$ cat src/rtl/pipeline_hazard_ctrl_pkg.sv
// pipeline_hazard_ctrl_pkg: forward-select codes, FSM state encoding and the XZR register index
package pipeline_hazard_ctrl_pkg;
  localparam int XZR = 31;
  localparam logic [1:0] FWD_REGFILE = 2'b00;
  localparam logic [1:0] FWD_MEM = 2'b10;
  localparam logic [1:0] FWD_WB = 2'b01;
  typedef enum logic [1:0] {ST_RUN, ST_STALL, ST_FLUSH} state_t;
endpackage

$ cat src/rtl/pipeline_hazard_ctrl_hazard_fwd_unit.sv
// pipeline_hazard_ctrl_hazard_fwd_unit: combinational register-match hazard detect and forward select
// HAZARD_FWD_EN selects forwarding with load-use-only stalls; otherwise any match stalls with a wait count
module pipeline_hazard_ctrl_hazard_fwd_unit
  import pipeline_hazard_ctrl_pkg::*;
#(
  parameter int REG_ADDR_W = 5,
  parameter logic [REG_ADDR_W-1:0] ZERO_REG = REG_ADDR_W'(XZR)
) (
  input  logic [REG_ADDR_W-1:0] id_rn,
  input  logic [REG_ADDR_W-1:0] id_rm,
  input  logic                  id_uses_rm,
  input  logic [REG_ADDR_W-1:0] ex_rd,
  input  logic                  ex_reg_write,
  input  logic                  ex_mem_read,
  input  logic [REG_ADDR_W-1:0] mem_rd,
  input  logic                  mem_reg_write,
  input  logic [REG_ADDR_W-1:0] wb_rd,
  input  logic                  wb_reg_write,
  output logic                  hazard,
  output logic [1:0]            wait_init,
  output logic [1:0]            fwd_a,
  output logic [1:0]            fwd_b
);
  logic rn_ex, rn_mem, rn_wb, rm_ex, rm_mem, rm_wb;
  assign rn_ex = id_rn != ZERO_REG && ex_reg_write && id_rn == ex_rd;
  assign rn_mem = id_rn != ZERO_REG && mem_reg_write && id_rn == mem_rd;
  assign rn_wb = id_rn != ZERO_REG && wb_reg_write && id_rn == wb_rd;
  assign rm_ex = id_uses_rm && id_rm != ZERO_REG && ex_reg_write && id_rm == ex_rd;
  assign rm_mem = id_uses_rm && id_rm != ZERO_REG && mem_reg_write && id_rm == mem_rd;
  assign rm_wb = id_uses_rm && id_rm != ZERO_REG && wb_reg_write && id_rm == wb_rd;
`ifdef HAZARD_FWD_EN
  // The writeback stage writes the regfile in the same cycle, so it never needs a forward.
  logic unused_wb;
  assign unused_wb = rn_wb | rm_wb;
  assign hazard = ex_mem_read && (rn_ex || rm_ex);
  assign wait_init = 2'd1;
  assign fwd_a = rn_ex ? FWD_MEM : rn_mem ? FWD_WB : FWD_REGFILE;
  assign fwd_b = rm_ex ? FWD_MEM : rm_mem ? FWD_WB : FWD_REGFILE;
`else
  logic unused_ld;
  assign unused_ld = ex_mem_read;
  assign wait_init = (rn_ex || rm_ex) ? 2'd3 : (rn_mem || rm_mem) ? 2'd2 : (rn_wb || rm_wb) ? 2'd1 : 2'd0;
  assign hazard = wait_init != 2'd0;
  assign fwd_a = FWD_REGFILE;
  assign fwd_b = FWD_REGFILE;
`endif
endmodule

$ cat src/rtl/pipeline_hazard_ctrl.sv
// pipeline_hazard_ctrl: 5-stage pipeline stall/flush sequencer with forward selects and perf counters
// Optional forwarding build via macro HAZARD_FWD_EN
module pipeline_hazard_ctrl
  import pipeline_hazard_ctrl_pkg::*;
#(
  parameter int REG_ADDR_W = 5,
  parameter logic [REG_ADDR_W-1:0] ZERO_REG = REG_ADDR_W'(XZR),
  parameter int CNT_W = 32
) (
  input  logic                  clk,
  input  logic                  reset,
  input  logic [REG_ADDR_W-1:0] id_rn,
  input  logic [REG_ADDR_W-1:0] id_rm,
  input  logic                  id_uses_rm,
  input  logic [REG_ADDR_W-1:0] ex_rd,
  input  logic                  ex_reg_write,
  input  logic                  ex_mem_read,
  input  logic [REG_ADDR_W-1:0] mem_rd,
  input  logic                  mem_reg_write,
  input  logic [REG_ADDR_W-1:0] wb_rd,
  input  logic                  wb_reg_write,
  input  logic                  pc_src,
  output logic                  pc_write,
  output logic                  ifid_write,
  output logic                  idex_bubble,
  output logic                  flush,
  output logic [1:0]            fwd_a,
  output logic [1:0]            fwd_b,
  output logic [CNT_W-1:0]      stall_cnt,
  output logic [CNT_W-1:0]      flush_cnt
);
  state_t state, state_nxt;
  logic [1:0] wait_cnt, wait_nxt, wait_init, fa, fb;
  logic hazard, hold, stall_req, stall;
  pipeline_hazard_ctrl_hazard_fwd_unit #(.REG_ADDR_W(REG_ADDR_W), .ZERO_REG(ZERO_REG)) u_hfu (
    .id_rn(id_rn), .id_rm(id_rm), .id_uses_rm(id_uses_rm),
    .ex_rd(ex_rd), .ex_reg_write(ex_reg_write), .ex_mem_read(ex_mem_read),
    .mem_rd(mem_rd), .mem_reg_write(mem_reg_write),
    .wb_rd(wb_rd), .wb_reg_write(wb_reg_write),
    .hazard(hazard), .wait_init(wait_init), .fwd_a(fa), .fwd_b(fb)
  );
`ifdef HAZARD_FWD_EN
  assign hold = hazard;
`else
  assign hold = wait_cnt != 2'd0;
`endif
  always_comb begin
    stall_req = state == ST_RUN ? hazard : state == ST_STALL ? hold : 1'b0;
    state_nxt = pc_src ? ST_FLUSH : stall_req ? ST_STALL : ST_RUN;
    wait_nxt = pc_src ? 2'd0 : state == ST_RUN ? (hazard ? wait_init - 2'd1 : 2'd0) :
               (wait_cnt != 2'd0 ? wait_cnt - 2'd1 : 2'd0);
  end
  // Outputs fall back to their reset values while reset is held, regardless of inputs.
  assign stall = reset && !pc_src && stall_req;
  assign flush = reset && pc_src;
  assign pc_write = !stall;
  assign ifid_write = !stall;
  assign idex_bubble = stall || flush;
  assign fwd_a = reset ? fa : FWD_REGFILE;
  assign fwd_b = reset ? fb : FWD_REGFILE;
  always_ff @(posedge clk or negedge reset) begin
    if (!reset) begin
      state <= ST_RUN;
      wait_cnt <= 2'd0;
      stall_cnt <= '0;
      flush_cnt <= '0;
    end else begin
      state <= state_nxt;
      wait_cnt <= wait_nxt;
      if (stall && !(&stall_cnt)) stall_cnt <= stall_cnt + 1'b1;
      if (flush && !(&flush_cnt)) flush_cnt <= flush_cnt + 1'b1;
    end
  end
endmodule

$ cat config.mk
export PLATFORM = sky130hd
export DESIGN_NAME = pipeline_hazard_ctrl
export DESIGN_NICKNAME = d
export VERILOG_FILES = /design/src/rtl/pipeline_hazard_ctrl_pkg.sv /design/src/rtl/pipeline_hazard_ctrl_hazard_fwd_unit.sv /design/src/rtl/pipeline_hazard_ctrl.sv
export SDC_FILE = /design/constraint.sdc
export NUM_CORES = 1
export LEC_CHECK = 0
export CAP_MARGIN = 20
export CORE_MARGIN = 8
export CORE_UTILIZATION = 45
export CTS_CLUSTER_DIAMETER = 60
export DETAILED_ROUTE_END_ITERATION = 16
export GPL_ROUTABILITY_DRIVEN = 1
export MAX_ROUTING_LAYER = met4
export PLACE_DENSITY = 0.76
export SKIP_LAST_GASP = 1
export SYNTH_ARGS = -nofsm -noshare
export SYNTH_HDL_FRONTEND = slang
export SYNTH_HIERARCHICAL = 1
export SYNTH_SLANG_ARGS = --single-unit
$ cat constraint.sdc
create_clock -name clk -period 3 [get_ports clk]
set_input_delay 0.6 -clock clk [delete_from_list [all_inputs] [get_ports clk]]
set_output_delay 0.6 -clock clk [all_outputs]
set_load 0.01 [all_outputs]
; ---- After elaboration in Yosys (flattened, before gate mapping)
; Cells that the tools add are included.
[totals]
ff_bits = 68
inputBits = 33
output_inout_bits = 72
elab_cells = 59
[classes]
reduce_logical = 31
n_eq_ne = 9
n_addsub = 4
n_mux = 11
[op_table]
columns = op, n
row1 = adder 32 x 1 -> 32 bit (second input constant), 2
row2 = AND reduction 32 bit, 2
row3 = equality test 5 bit, 6
row4 = logical AND 1 bit, 18
row5 = 2-to-1 mux 2 bit, 7
row6 = inequality test 5 bit (second input constant), 2
row7 = zero test 1 bit, 4
row8 = logical OR 1 bit, 4
row9 = 2-to-1 mux 1 bit, 4
row10 = nonzero test 2 bit, 2
row11 = subtractor 2 x 1 -> 2 bit (second input constant), 2
row12 = equality test 2 x 1 -> 1 bit (second input constant), 1
row13 = zero test 2 bit, 1

; ---- Logic depth before layout (Yosys ltp)
; Gate-level depths: netlist (run 1).
[depth]
word_depth = 12
ltp_mapped = 11
ltp_nobuf = 10

; ---- Modules after synthesis
; Netlist (run 1), hierarchy kept.
[by_module_without_submodules]
columns = module, instances, seq_area_each_um2, area_per_inst_um2, cells_each
row1 = pipeline_hazard_ctrl, 1, 1701.6, 3343.2, 321
row2 = pipeline_hazard_ctrl_hazard_fwd_unit, 1, 0.0, 439.2, 62

; ---- Worst setup path before layout (run 1)
; No wires, ideal clock.
[synth_path]
path_kind = input port to flip-flop
start = input port id_rm[1]
end = register stall_cnt[23]
required_time_ps = 2920
setup_slack_ps = 59
setup_time_ps = 80
stages = 10
n_path_buf = 0
t_arrival_ps = 2861
cell_sequence = xor2_1 > nor4_1 > nand3_1 > o32a_1 > nand3_1 > nor2_1 > nand4bb_1 > or4_1 > nor3b_1 > xor2_1
[synth_between]
elab_chain_cells = 12
elab_cells_between_ends = 21
classes_between = eq/ne: 4 / mux: 4 / reduce/logical: 13
[synth_lines]
columns = element, line
row1 = "start, declared", pipeline_hazard_ctrl.sv:13  ; input logic [REG_ADDR_W-1:0] id_rm,
row2 = inequality test 5 bit, "pipeline_hazard_ctrl_hazard_fwd_unit.sv:28, pipeline_hazard_ctrl_hazard_fwd_unit.sv:29, pipeline_hazard_ctrl_hazard_fwd_unit.sv:30"
row3 = logical AND 1 bit, "pipeline_hazard_ctrl_hazard_fwd_unit.sv:28, pipeline_hazard_ctrl_hazard_fwd_unit.sv:29, pipeline_hazard_ctrl_hazard_fwd_unit.sv:30"
row4 = logical AND 1 bit (2 in a row), pipeline_hazard_ctrl_hazard_fwd_unit.sv:30  ; assign rm_wb = id_uses_rm && id_rm != ZERO_REG && wb_reg_write && id_rm == wb_rd;
row5 = logical OR 1 bit, pipeline_hazard_ctrl_hazard_fwd_unit.sv:42  ; assign wait_init = (rn_ex || rm_ex) ? 2'd3 : (rn_mem || rm_mem) ? 2'd2 : (rn_wb || rm_wb) ? 2'd1 : 2'd0;
row6 = 2-to-1 mux 1 bit, pipeline_hazard_ctrl_hazard_fwd_unit.sv:42
row7 = 2-to-1 mux 2 bit, pipeline_hazard_ctrl_hazard_fwd_unit.sv:42
row8 = 2-to-1 mux 2 bit (*), pipeline_hazard_ctrl_hazard_fwd_unit.sv:42
row9 = nonzero test 2 bit (*), pipeline_hazard_ctrl_hazard_fwd_unit.sv:43  ; assign hazard = wait_init != 2'd0;
row10 = via hazard, pipeline_hazard_ctrl.sv:34  ; logic hazard, hold, stall_req, stall;
row11 = 2-to-1 mux 1 bit (*), pipeline_hazard_ctrl.sv:48  ; stall_req = state == ST_RUN ? hazard : state == ST_STALL ? hold : 1'b0;
row12 = logical AND 1 bit (*), pipeline_hazard_ctrl.sv:54  ; assign stall = reset && !pc_src && stall_req;
row13 = logical AND 1 bit (*), pipeline_hazard_ctrl.sv:70  ; if (stall && !(&stall_cnt)) stall_cnt <= stall_cnt + 1'b1;
row14 = "end signal, assigned", pipeline_hazard_ctrl.sv:70
row15 = "end, declared", pipeline_hazard_ctrl.sv:29  ; output logic [CNT_W-1:0] stall_cnt,
; Mark *: on every way through the listed nets, which the timed path passes. The rest lies on a longest branch.
; A chain may end at the register's enable or synchronous reset.

; ---- Final worst setup path (run 1)
[layout_path]
start = input port mem_rd[2]
end = output port ifid_write
[layout_between]
elab_chain_cells = 9
elab_cells_between_ends = 11
classes_between = eq/ne: 2 / mux: 3 / reduce/logical: 6
[layout_lines]
columns = element, line
row1 = "start, declared", pipeline_hazard_ctrl.sv:18  ; input logic [REG_ADDR_W-1:0] mem_rd,
row2 = equality test 5 bit (on tied branches), "pipeline_hazard_ctrl_hazard_fwd_unit.sv:26, pipeline_hazard_ctrl_hazard_fwd_unit.sv:29"
row3 = logical AND 1 bit (on tied branches), "pipeline_hazard_ctrl_hazard_fwd_unit.sv:26, pipeline_hazard_ctrl_hazard_fwd_unit.sv:29"
row4 = logical OR 1 bit (*), pipeline_hazard_ctrl_hazard_fwd_unit.sv:42
row5 = 2-to-1 mux 2 bit (*) (2 in a row), pipeline_hazard_ctrl_hazard_fwd_unit.sv:42
row6 = nonzero test 2 bit (*), pipeline_hazard_ctrl_hazard_fwd_unit.sv:43
row7 = via hazard, pipeline_hazard_ctrl.sv:34
row8 = 2-to-1 mux 1 bit (*), pipeline_hazard_ctrl.sv:48
row9 = logical AND 1 bit (*), pipeline_hazard_ctrl.sv:54
row10 = zero test 1 bit (*), pipeline_hazard_ctrl.sv:57  ; assign ifid_write = !stall;
row11 = "end, declared", pipeline_hazard_ctrl.sv:24  ; output logic ifid_write,
; Marks and branches as above.

==> results of run 1 <==
worst register-to-register path: cells and delay by family (launching register included):
kind	cells	cell delay [ns]
flip-flops	1	0.46
buffers and inverters	1	0.28
AND/OR/NAND/NOR	4	1.26
multiplexers	1	0.27
power groups by stage:
stage / clock [mW] / combinational (mW) / sequential [mW]
after floorplan: 0 / 0.139 / 1.09
after global placement: 0 / 0.401 / 1.07
after detailed placement: 0 / 0.407 / 1.07
after CTS: 0.805 / 0.409 / 1.06
after global routing: 0.845 / 0.450 / 1.07
final: 0.792 / 0.414 / 1.06
per-stage QoR:
step           hold slack (ns)  setup WS (ns)  cells  TNS, ns  cell area (sq um)
3_5_place_dp             0.480         -0.775    606   -16.59               5050
4_1_cts                  0.149        -0.0165    625  -0.0280               5310
5_1_grt                  0.164        -0.0602    627   -0.283               5400
3_3_place_gp             0.482         -0.676    606   -13.86               5050
6_report                 0.154         0.0233    627        0               5400
2_1_floorplan            0.304         0.0594    386        0               3790
cells by family (layout without fill, tap and decap cells):
family          count (synthesis)  count (layout)
fa+ha+maj                       2               2
flops                          68              68
mux                             2               2
simple gates                  189             189
other cells                     1               4
compound gates                 15              15
buf+inv                        16             152
xor+xnor                       90              90
area by class of cell:
class | instances | area [sq um]
clock buffer | 13 | 169
multi-input combinational | 302 | 2130
tap | 105 | 131
fill | 663 | 2770
inverter | 3 | 11.3
clock inverter | 3 | 43.8
timing repair buffer | 133 | 1220
sequential | 68 | 1700
cells in the mapped netlist (2+ instances only):
| cell type | number |
|---|---|
| a21oi_1 | 4 |
| a31oi_1 | 4 |
| and2_1 | 7 |
| and3_1 | 11 |
| and4_1 | 5 |
| and4b_1 | 2 |
| buf_4 | 5 |
| clkbuf_1 | 6 |
| dfrtp_1 | 68 |
| ha_1 | 2 |
| inv_1 | 3 |
| mux2_2 | 2 |
| nand2_1 | 29 |
| nand3_1 | 32 |
| nand4_1 | 28 |
| nor2_1 | 19 |
| nor3_1 | 23 |
| nor3b_1 | 3 |
| nor4_1 | 14 |
| o211ai_1 | 2 |
| or2_2 | 2 |
| or3_1 | 2 |
| or4_1 | 3 |
| xnor2_1 | 49 |
| xor2_1 | 41 |
worst max-delay path by stage:
stage / endpoint / slack (ns) / depth (start not counted)
floorplan: stall_cnt[23] / 0.06 / 10
global placement: ifid_write / -0.68 / 11
detailed placement: ifid_write / -0.78 / 11
CTS: stall_cnt[23] / -0.02 / 12
global route: ifid_write / -0.06 / 9
finish: ifid_write / 0.02 / 10
routing by layer:
layer | part of all wire (%) | global-route usage [%] | vias to the layer above
li1 | - | - | 1644
met4 | 1.3 | 7.43 | 0
met1 | 45 | 24.7 | 1693
met3 | 6.0 | 4.01 | 11
met2 | 48 | 30.3 | 138
met5 | 0 | - | -
flip-flops by register name, indices dropped and copies added, names as in the netlist:
| name | count |
|---|---|
| stall_cnt | 32 |
| state | 2 |
| flush_cnt | 32 |
| wait_cnt | 2 |
what timing repair did:
| item | in CTS | in global routing |
|---|---|---|
| resized for setup | 39 | 27 |
| setup endpoints to repair | 28 | 14 |
| pin swaps | 11 | 10 |
| setup buffers | 3 | 2 |
==> run_results.csv, run 1 <==
group,metric,value,unit
run_status,outcome,"finished, final reports clean",
floorplan,num_rows,33,
sta,fin_crit,2.98,ns
placed_design,place_congestion,0.907,
clock_network,clk_latency,0.34,ns
synth,avgSynthCellArea,9.88,sq um
sta,slew_headroom,52.2,%
power_and_ir_drop,seqPwrFrac,46.7,%
synth,ys_ff_latch,68,
setup_path,worstSetupPathType,"in -> out",
power_and_ir_drop,power.switching,0.605,mW
clock_network,cts_tree,"done",
power_and_ir_drop,internal_power,1.66,mW
setup_path,max_stage_delay,0.41,ns
setup_path,crit_path_end_kind,"output port",
synth,synthMuxAreaShare,0.595,%
setup_path,cp_slowest_cell,"o32a_1",
power_and_ir_drop,clkPwrFrac,35.0,%
floorplan,core_area,8180,sq um
clock_network,cts_sinks,68,
synth,yosysSeqAreaShare,45.0,%
setup_path,ff2ff_path_depth,6,
detailed_routing,drtIter0Drc,198,
synth,synth_compound_area_share,2.55,%
detailed_routing,avgRoutedWirePerCell,17.6,um
grt,grt_pass1_vias,3497,
setup_path,crit_chain,"dlygate4sd2_1, buf_4, xnor2_2, nand4_1, o32a_1, nand3_2, nor2_2, nand4bb_4, buf_6, buf_2",
sta,finalClockSkew,0.0136,ns
synth,synth_top_area_cell,"dfrtp_1",
power_and_ir_drop,swShare,26.7,%
synth,synth_top_area_share,45.0,%
power_and_ir_drop,finalPower,2.26,mW
setup_path,worst_r2r_startpoint,"flush_cnt[4]",
detailed_routing,vias_per_cell,5.56,
setup_path,crit_arrival,2.38,ns
clock_network,cts_root_buffer,"clkbuf_8",
clock_network,htreeDepth,3,
cells_and_area,area_growth,42.9,%
cells_and_area,final_net_count,552,
floorplan,die_h,108,um
clock_network,clk_pin_slew,0.07,ns
setup_path,startpoint_type,"primary input",
synth,ys_warn_count,6,
sta,slew_violations,0,
grt,track_usage,19.6,%
grt,grt_pass1_wl,17.8,mm
cells_and_area,diodes,0,
synth,synth-edff-count,0,
detailed_routing,first_pass_iters,6,
floorplan,chipWidth,108,um
grt,grt_antenna_before_repair,0,
setup_path,r2r-end,"flush_cnt[1]",
sta,fmax,0.336,GHz
grt,grt-ovfl-total,0,
power_and_ir_drop,p_leak,2.39,nW
synth,syn_area,3780,sq um
setup_path,crit_start,"mem_rd[2]",
sta,setup_viol,0,
synth,synthTopCellsByArea,"dfrtp_1 (45%), xnor2_1 (11%), xor2_1 (9.5%)",
synth,netlist-cell-type-count,42,
setup_path,required,2.40,ns
setup_path,r2r_slack,0.64,ns
detailed_routing,antenna_left,0,
synth,synth_top_family_by_area,"simple AND/OR/NAND/NOR gates",
cells_and_area,final_cell_mix,"clkdlybuf4s50_1 (73), dfrtp_1 (68), xnor2_1 (44)",
synth,syn-instance-count,383,
hold_path,min_path_type,"in -> async",
cells_and_area,fin_util,66.1,%
detailed_routing,vias,3486,
clock_network,cts_hold_buf,0,
setup_path,critical-path-top-delay-family,"buffers and inverters",
clock_network,clock_path_buffers,2,
floorplan,start_util,46.3,%
grt,grt_max_degree,52,
sta,hold_viol,0,
detailed_routing,drc,0,
power_and_ir_drop,peakVddDrop,387,uV
sta,finalCritPeriodShare,99.2,%
detailed_routing,routed_wl,11.0,mm
placed_design,port_buffers,99,
floorplan,ios,105,
setup_path,crit_fanout,3,
power_and_ir_drop,power_density,419,nW/um^2
cells_and_area,drive_gt1_share,16.3,%
floorplan,die_area,11600,sq um
synth,synth_adder_area_share,0.662,%
run,maxCapViolCount,0,
cells_and_area,final_common_cell,"clkdlybuf4s50_1",
synth,synthFlopType,"dfrtp_1",
power_and_ir_drop,p_comb_share,18.3,%
setup_path,cp_num_buf_inv,4,
synth,synth_xor_area_share,20.8,%
placed_design,dp_hpwl,8.22,mm
synth,synth-simple-area-share,28.0,%
clock_network,cts_buffers,9,
synth,async_reset_ff_share,100,%
sta,worstMarginPinSlew,0.712,ns
(Power assumes the default switching activity.)
==> run 2, diff against run 1 <==
--- a/config.mk
+++ b/config.mk
@@ -9,6 +9,7 @@
 export CORE_MARGIN = 8
 export CORE_UTILIZATION = 45
 export CTS_CLUSTER_DIAMETER = 60
+export CTS_CLUSTER_SIZE = 20
 export DETAILED_ROUTE_END_ITERATION = 16
 export GPL_ROUTABILITY_DRIVEN = 1
 export MAX_ROUTING_LAYER = met4
==> results of run 2 <==
Final layout, timing and power as in run 1 (identical DEF).
